**src/rtl/mmio_pkg.sv**
```systemverilog
// mmio_pkg: opcodes, bridge FSM encoding and MMIO register map shared by the
// SPI bridge and the register shadow.
package mmio_pkg;

    // Frame opcodes (first byte of every SPI frame)
    localparam logic [7:0] CMD_WR = 8'h02;
    localparam logic [7:0] CMD_RD = 8'h03;

    // MMIO register map
    localparam logic [7:0] ADDR_STATUS   = 8'h00;
    localparam logic [7:0] ADDR_CTRL     = 8'h01;
    localparam logic [7:0] ADDR_T        = 8'h02;
    localparam logic [7:0] ADDR_DT       = 8'h03;
    localparam logic [7:0] ADDR_G        = 8'h04;
    localparam logic [7:0] ADDR_THR_BASE = 8'h10;
    localparam logic [7:0] ADDR_HYS_BASE = 8'h1C;

    typedef enum logic [2:0] {
        StIdle,
        StCmd,
        StAddr,
        StData,
        StDiscard
    } spi_state_e;

    function automatic logic is_valid_cmd(input logic [7:0] b);
        return (b == CMD_WR) || (b == CMD_RD);
    endfunction

endpackage

```
**src/rtl/spi_sync.sv**
```systemverilog
// spi_sync: 2-FF synchronizer for an asynchronous SPI pin plus registered
// one-cycle rise/fall pulses taken on the synchronized level.
module spi_sync (
    input  logic clk,
    input  logic rst_n,
    input  logic d,
    output logic rise,
    output logic fall
);

    // [0] metastable stage, [1] synchronized level, [2] previous level
    logic [2:0] sync_q;

    // Synchronize and register the edge pulses
    always_ff @(posedge clk or negedge rst_n) begin
        if (!rst_n) begin
            sync_q <= 3'b000;
            rise   <= 1'b0;
            fall   <= 1'b0;
        end else begin
            sync_q <= {sync_q[1:0], d};
            rise   <= sync_q[1] & ~sync_q[2];
            fall   <= ~sync_q[1] & sync_q[2];
        end
    end

endmodule

```
**src/rtl/spi_mmio_bridge.sv**
```systemverilog
// spi_mmio_bridge: SPI mode-0 slave that turns CMD/ADDR/DATA frames into
// one-cycle cs/rd/wr strobes on the 8-bit MMIO register bus. SCLK is
// oversampled, so the block runs entirely on clk.
// Build option: define SPI_BURST_EN for auto-incrementing multi-byte frames.
module spi_mmio_bridge (
    input  logic       clk,
    input  logic       rst_n,
    input  logic       sclk,
    input  logic       ss_n,
    input  logic       mosi,
    output logic       miso,
    output logic       miso_oe,
    output logic       cs,
    output logic       rd,
    output logic       wr,
    output logic [7:0] addr,
    output logic [7:0] wdata,
    input  logic [7:0] rdata
);
    import mmio_pkg::*;

    logic       sclk_rise, sclk_fall;
    logic [1:0] ss_sync_q, mosi_sync_q, settle_q;
    logic       ss_s, mosi_s;

    spi_state_e state_q, state_d;
    logic [2:0] bit_cnt_q, bit_cnt_d;
    logic [7:0] shift_q, shift_d, tx_q, tx_d, tgt_q, tgt_d;
    logic [7:0] addr_q, addr_d, wdata_q, wdata_d;
    logic       is_rd_q, is_rd_d, rd_q, rd_d, wr_q, wr_d, armed_q, armed_d;
    logic       byte_done;
    logic [7:0] rx_byte;

    spi_sync u_sclk_sync (
        .clk   (clk),
        .rst_n (rst_n),
        .d     (sclk),
        .rise  (sclk_rise),
        .fall  (sclk_fall)
    );

    // Plain synchronizers; ss_n resets to its deasserted level. settle_q marks
    // when the ss_n synchronizer holds a real pin sample after reset.
    always_ff @(posedge clk or negedge rst_n) begin
        if (!rst_n) begin
            ss_sync_q   <= 2'b11;
            mosi_sync_q <= 2'b00;
            settle_q    <= 2'b00;
        end else begin
            ss_sync_q   <= {ss_sync_q[0], ss_n};
            mosi_sync_q <= {mosi_sync_q[0], mosi};
            settle_q    <= {settle_q[0], 1'b1};
        end
    end

    assign ss_s   = ss_sync_q[1];
    assign mosi_s = mosi_sync_q[1];

    // FSM and datapath state register
    always_ff @(posedge clk or negedge rst_n) begin
        if (!rst_n) begin
            state_q   <= StIdle;
            bit_cnt_q <= 3'd0;
            shift_q   <= 8'h00;
            tx_q      <= 8'h00;
            tgt_q     <= 8'h00;
            addr_q    <= 8'h00;
            wdata_q   <= 8'h00;
            is_rd_q   <= 1'b0;
            rd_q      <= 1'b0;
            wr_q      <= 1'b0;
            armed_q   <= 1'b0;
        end else begin
            state_q   <= state_d;
            bit_cnt_q <= bit_cnt_d;
            shift_q   <= shift_d;
            tx_q      <= tx_d;
            tgt_q     <= tgt_d;
            addr_q    <= addr_d;
            wdata_q   <= wdata_d;
            is_rd_q   <= is_rd_d;
            rd_q      <= rd_d;
            wr_q      <= wr_d;
            armed_q   <= armed_d;
        end
    end

    assign byte_done = sclk_rise && (bit_cnt_q == 3'd7);
    assign rx_byte   = {shift_q[6:0], mosi_s};

    // Next-state: frame decode, strobe generation and MISO shifting
    always_comb begin
        state_d   = state_q;
        bit_cnt_d = bit_cnt_q;
        shift_d   = shift_q;
        tx_d      = tx_q;
        tgt_d     = tgt_q;
        addr_d    = addr_q;
        wdata_d   = wdata_q;
        is_rd_d   = is_rd_q;
        rd_d      = 1'b0;
        wr_d      = 1'b0;
        // A frame already running at reset release is ignored until ss_n is seen high
        armed_d   = armed_q | (settle_q[1] & ss_s);

        // Load in the rd cycle; the falling edge that closes the address byte
        // (bit count still 0) must not shift out the fresh MSB.
        if (rd_q) begin
            tx_d = rdata;
        end else if (state_q == StData && is_rd_q && sclk_fall && bit_cnt_q != 3'd0) begin
            tx_d = {tx_q[6:0], 1'b0};
        end

        if (ss_s) begin
            state_d   = StIdle;
            bit_cnt_d = 3'd0;
            tx_d      = 8'h00;
        end else begin
            if (sclk_rise && state_q != StIdle) begin
                shift_d   = rx_byte;
                bit_cnt_d = bit_cnt_q + 3'd1;
            end
            unique case (state_q)
                StIdle: begin
                    if (armed_q) state_d = StCmd;
                end
                StCmd: begin
                    if (byte_done) begin
                        is_rd_d = (rx_byte == CMD_RD);
                        state_d = is_valid_cmd(rx_byte) ? StAddr : StDiscard;
                    end
                end
                StAddr: begin
                    if (byte_done) begin
                        if (is_rd_q) begin
                            rd_d   = 1'b1;
                            addr_d = rx_byte;
                            tgt_d  = rx_byte + 8'd1;
                        end else begin
                            tgt_d  = rx_byte;
                        end
                        state_d = StData;
                    end
                end
                StData: begin
                    if (byte_done) begin
                        if (is_rd_q) begin
`ifdef SPI_BURST_EN
                            rd_d   = 1'b1;
                            addr_d = tgt_q;
                            tgt_d  = tgt_q + 8'd1;
`else
                            state_d = StDiscard;
`endif
                        end else begin
                            wr_d    = 1'b1;
                            addr_d  = tgt_q;
                            wdata_d = rx_byte;
                            tgt_d   = tgt_q + 8'd1;
`ifndef SPI_BURST_EN
                            state_d = StDiscard;
`endif
                        end
                    end
                end
                StDiscard: begin
                end
                default: state_d = StIdle;
            endcase
        end
    end

    assign cs      = rd_q | wr_q;
    assign rd      = rd_q;
    assign wr      = wr_q;
    assign addr    = addr_q;
    assign wdata   = wdata_q;
    assign miso_oe = ~ss_s;
    assign miso    = (state_q == StData && is_rd_q) ? tx_q[7] : 1'b0;

endmodule

```
**config.mk**
```make
export PLATFORM = sky130hd
export DESIGN_NAME = spi_mmio_bridge
export DESIGN_NICKNAME = d
export VERILOG_FILES = /design/src/rtl/mmio_pkg.sv /design/src/rtl/spi_sync.sv /design/src/rtl/spi_mmio_bridge.sv
export SDC_FILE = /design/constraint.sdc
export NUM_CORES = 1
export LEC_CHECK = 0
export ABC_AREA = 1
export CAP_MARGIN = 10
export CORE_MARGIN = 8
export CORE_UTILIZATION = 56
export DETAILED_ROUTE_END_ITERATION = 16
export PLACE_DENSITY = 0.8
export SYNTH_ARGS = -nofsm -noshare
export SYNTH_HDL_FRONTEND = slang
export SYNTH_SLANG_ARGS = --single-unit
export TNS_END_PERCENT = 100
```
**constraint.sdc**
```tcl
create_clock -name clk -period 2.1 [get_ports clk]
set_input_delay 0.525 -clock clk [delete_from_list [all_inputs] [get_ports clk]]
set_output_delay 0.525 -clock clk [all_outputs]
set_load 0.01 [all_outputs]
```
==> impl_metrics.tcl <==
set metrics [dict create \
    layout_min_cycle_time_ns 2.00 \
    synth-xor-area-share_pct 1.20 \
    ir_worst_vdd_uv 514 \
    syn_to_final_growth_pct 20.6 \
    worstRegToRegCells 9 \
    post-synth-top-area-cell "dfrtp_1" \
    fmax_mhz 501 \
    rows 26 \
    cpPeakStageDelay_ns 0.48 \
    period_share_pct 95.1 \
    antenna_found_initial 0 \
    grt_overflow_total 0 \
    io_pins 34 \
    die_w_um 88.4 \
    synth_mux_area_share_pct 0 \
    cp.depth 2 \
    end_kind "primary output" \
    hpwlAfterDp_mm 4.18 \
    yosysWarningCount 0 \
    grt_max_degree 61 \
    rsz0062_at_grt "no" \
    path_clk_slew_ns 0.06 \
    cp_top_family "buffers and inverters" \
    path_cells "or2_2 -> clkdlybuf4s50_1" \
    ys_seq_area_share_pct 51.3 \
    syn_inst 363 \
    die_area_sq_um 7810 \
    vias_per_cell 5.07 \
    path_class "flip-flop to primary output" \
    synth_compound_area_share_pct 11.7 \
    coreArea_sq_um 5070 \
    routed_wl_mm 5.85 \
    dr.pass1.iters 4 \
    worstSetupEndpoint "cs" \
    status "finished, final reports clean" \
    slowest_stage "clkdlybuf4s50_1" \
    crit_start "rd" \
    drive_gt1_share_pct 9.27 \
    finalHoldViolCount 0 \
    synth-simple-area-share_pct 25.8 \
    post-synth-top-count-cell "nand2_1" \
    power_density_nw_per_um2 780 \
    grt_pass1_vias 2296 \
    critical_path_buf_inv_count 1 \
    synth-edff-count 0 \
    synth_top_cell_area_share_pct 49.5 \
    routedWlPerCell_um 12.2 \
    synthAdderAreaFrac_pct 2.56 \
    drc 0 \
    gp_congestion 0.896 \
    fin_nets 424 \
    finalMaxSlewViolations 0 \
    clock_latency_ns 0.34 \
    reg2reg_slack_ns 0.42 \
    gr-usage-all-layers_pct 16.6 \
    htree_num_levels 3 \
    avgSynthCellArea_sq_um 8.08 \
    setup_tns_ns 0 \
    cts_root_buf "clkbuf_8" \
    crit_required_ns 1.57 \
    die_h_um 88.4 \
    drt_iter0_drc 173 \
    worstPathArrival_ns 1.47 \
    p_leak_uw 0.00173 \
    synth_top_family_by_area "simple AND/OR/NAND/NOR gates" \
    clock_sinks 60 \
    ant_nets 0 \
    vias 2432 \
    tritoncts "built" \
    portBuffers 33 \
    n_antenna_cell 0 \
    synth_nets 382 \
    synth_cell_types 30 \
    reg2reg_from "bit_cnt_q[0]" \
    syn_area_sq_um 2930 \
    cts_buffers 9 \
    post_cts_buffers 0 \
    async_reset_ff_share_pct 100 \
    finalSetupViolations 0 \
    skew_ns 0.00827 \
    synthFlopType "dfrtp_1" \
    cap_violations 0 \
    r2r-end "tgt_q[0]" \
    ys_ff_latch 60 \
    start_kind "flip-flop" \
    synthTopCellsByArea "dfrtp_1, nand2_1, o21ai_0" \
    initial_core_util_pct 57.8 \
    ys_top_cells_by_count "nand2_1, dfrtp_1, o21ai_0, inv_1, nand3_1" \
    clock_path_buffers 2 \
    crit_path_max_fanout 2 \
    grt_pass1_wl_mm 10.0 \
    power.total_uw 2760 \
    hp-class "input port to async pin" \
]
-- flip-flops by register name, summed over array words and instances (netlist names) --
register / count
wdata: 8
settle_q: 2
tx_q: 8
is_rd_q: 1
bit_cnt_q: 3
armed_q: 1
mosi_sync_q: 2
ss_sync_q: 2
addr: 8
u_sclk_sync.rise: 1
wr: 1
tgt_q: 8
shift_q: 7
u_sclk_sync.sync_q: 3
rd: 1
u_sclk_sync.fall: 1
state_q: 3
-- worst min-delay path by stage --
stage / end / slack, ns / cells after the start
final: bit_cnt_q[1] / 0.17 / 2
after global routing: bit_cnt_q[2] / 0.20 / 2
after CTS: tx_q[0] / 0.19 / 2
after detailed placement: settle_q[1] / 0.33 / 0
after global placement: mosi_sync_q[1] / 0.33 / 0
after floorplan: addr[0] / 0.23 / 0
-- cell type report --
| class | instances | area [sq um] |
|---|---|---|
| clock inverter | 2 | 10.0 |
| timing repair buffer | 41 | 393 |
| multi-input combinational | 250 | 1210 |
| clock buffer | 14 | 163 |
| fill | 444 | 1540 |
| sequential | 60 | 1510 |
| inverter | 43 | 161 |
| tap | 70 | 87.6 |
-- power by group --
| part | internal, uW | switching [uW] | leakage (uW) |
|---|---|---|---|
| Combinational | 183 | 330 | 0.000839 |
| Clock | 490 | 418 | 0.0000905 |
| Sequential | 1240 | 98.2 | 0.000801 |
-- placed cells by master (no fill, tap or decap), types with 3 or more instances in the layout --
cell	netlist	layout
nand2_1	111	111
dfrtp_1	58	57
o21ai_0	53	53
inv_1	41	41
clkdlybuf4s50_1	0	31
nand3_1	30	30
nor2_1	19	19
clkbuf_8	0	11
buf_4	0	7
ha_1	6	6
xor2_1	4	4
nor2_4	3	3
o21ai_1	3	3
nor3_1	3	3
nand4_1	3	3
clkbuf_1	2	3
-- timing repair --
item | CTS | global route
hold buffers | 0 | 0
pin swaps | 0 | 0
gates resized for setup | 2 | 2
cloned | 0 | 0
setup endpoints to repair | 1 | 1
-- cells by family (layout without fill, tap and decap cells) --
family                     after synthesis  count (layout)
buffers and inverters                   53             100
DFF                                     60              60
xor gates and xnor gates                 4               4
and+or+nand+nor                        176             176
adders and majority gates                6               6
AOI/OAI and AO/OA                       63              63
other                                    1               1
-- per-stage QoR --
stage	util (%)	hold slack (ns)	cells	instance area (sq um)	setup WS, ns
6_report	69.6	0.173	480	3530	0.102
5_1_grt	69.6	0.204	480	3530	0.0554
4_1_cts	69.7	0.187	480	3540	0.0259
3_5_place_dp	66.3	0.335	464	3370	0.114
3_3_place_gp	66.3	0.332	464	3370	0.182
2_1_floorplan	-	0.229	363	2930	0.567
-- layer usage --
layer  GRT usage, %  wire, um  up-vias
li1               -         -     1245
met1           20.9      2880     1125
met2           25.7      2560       52
met3           5.94       301       10
met4           5.84       113        0
met5              0         0        -
No activity file was read; power rests on OpenSTA's default activity.
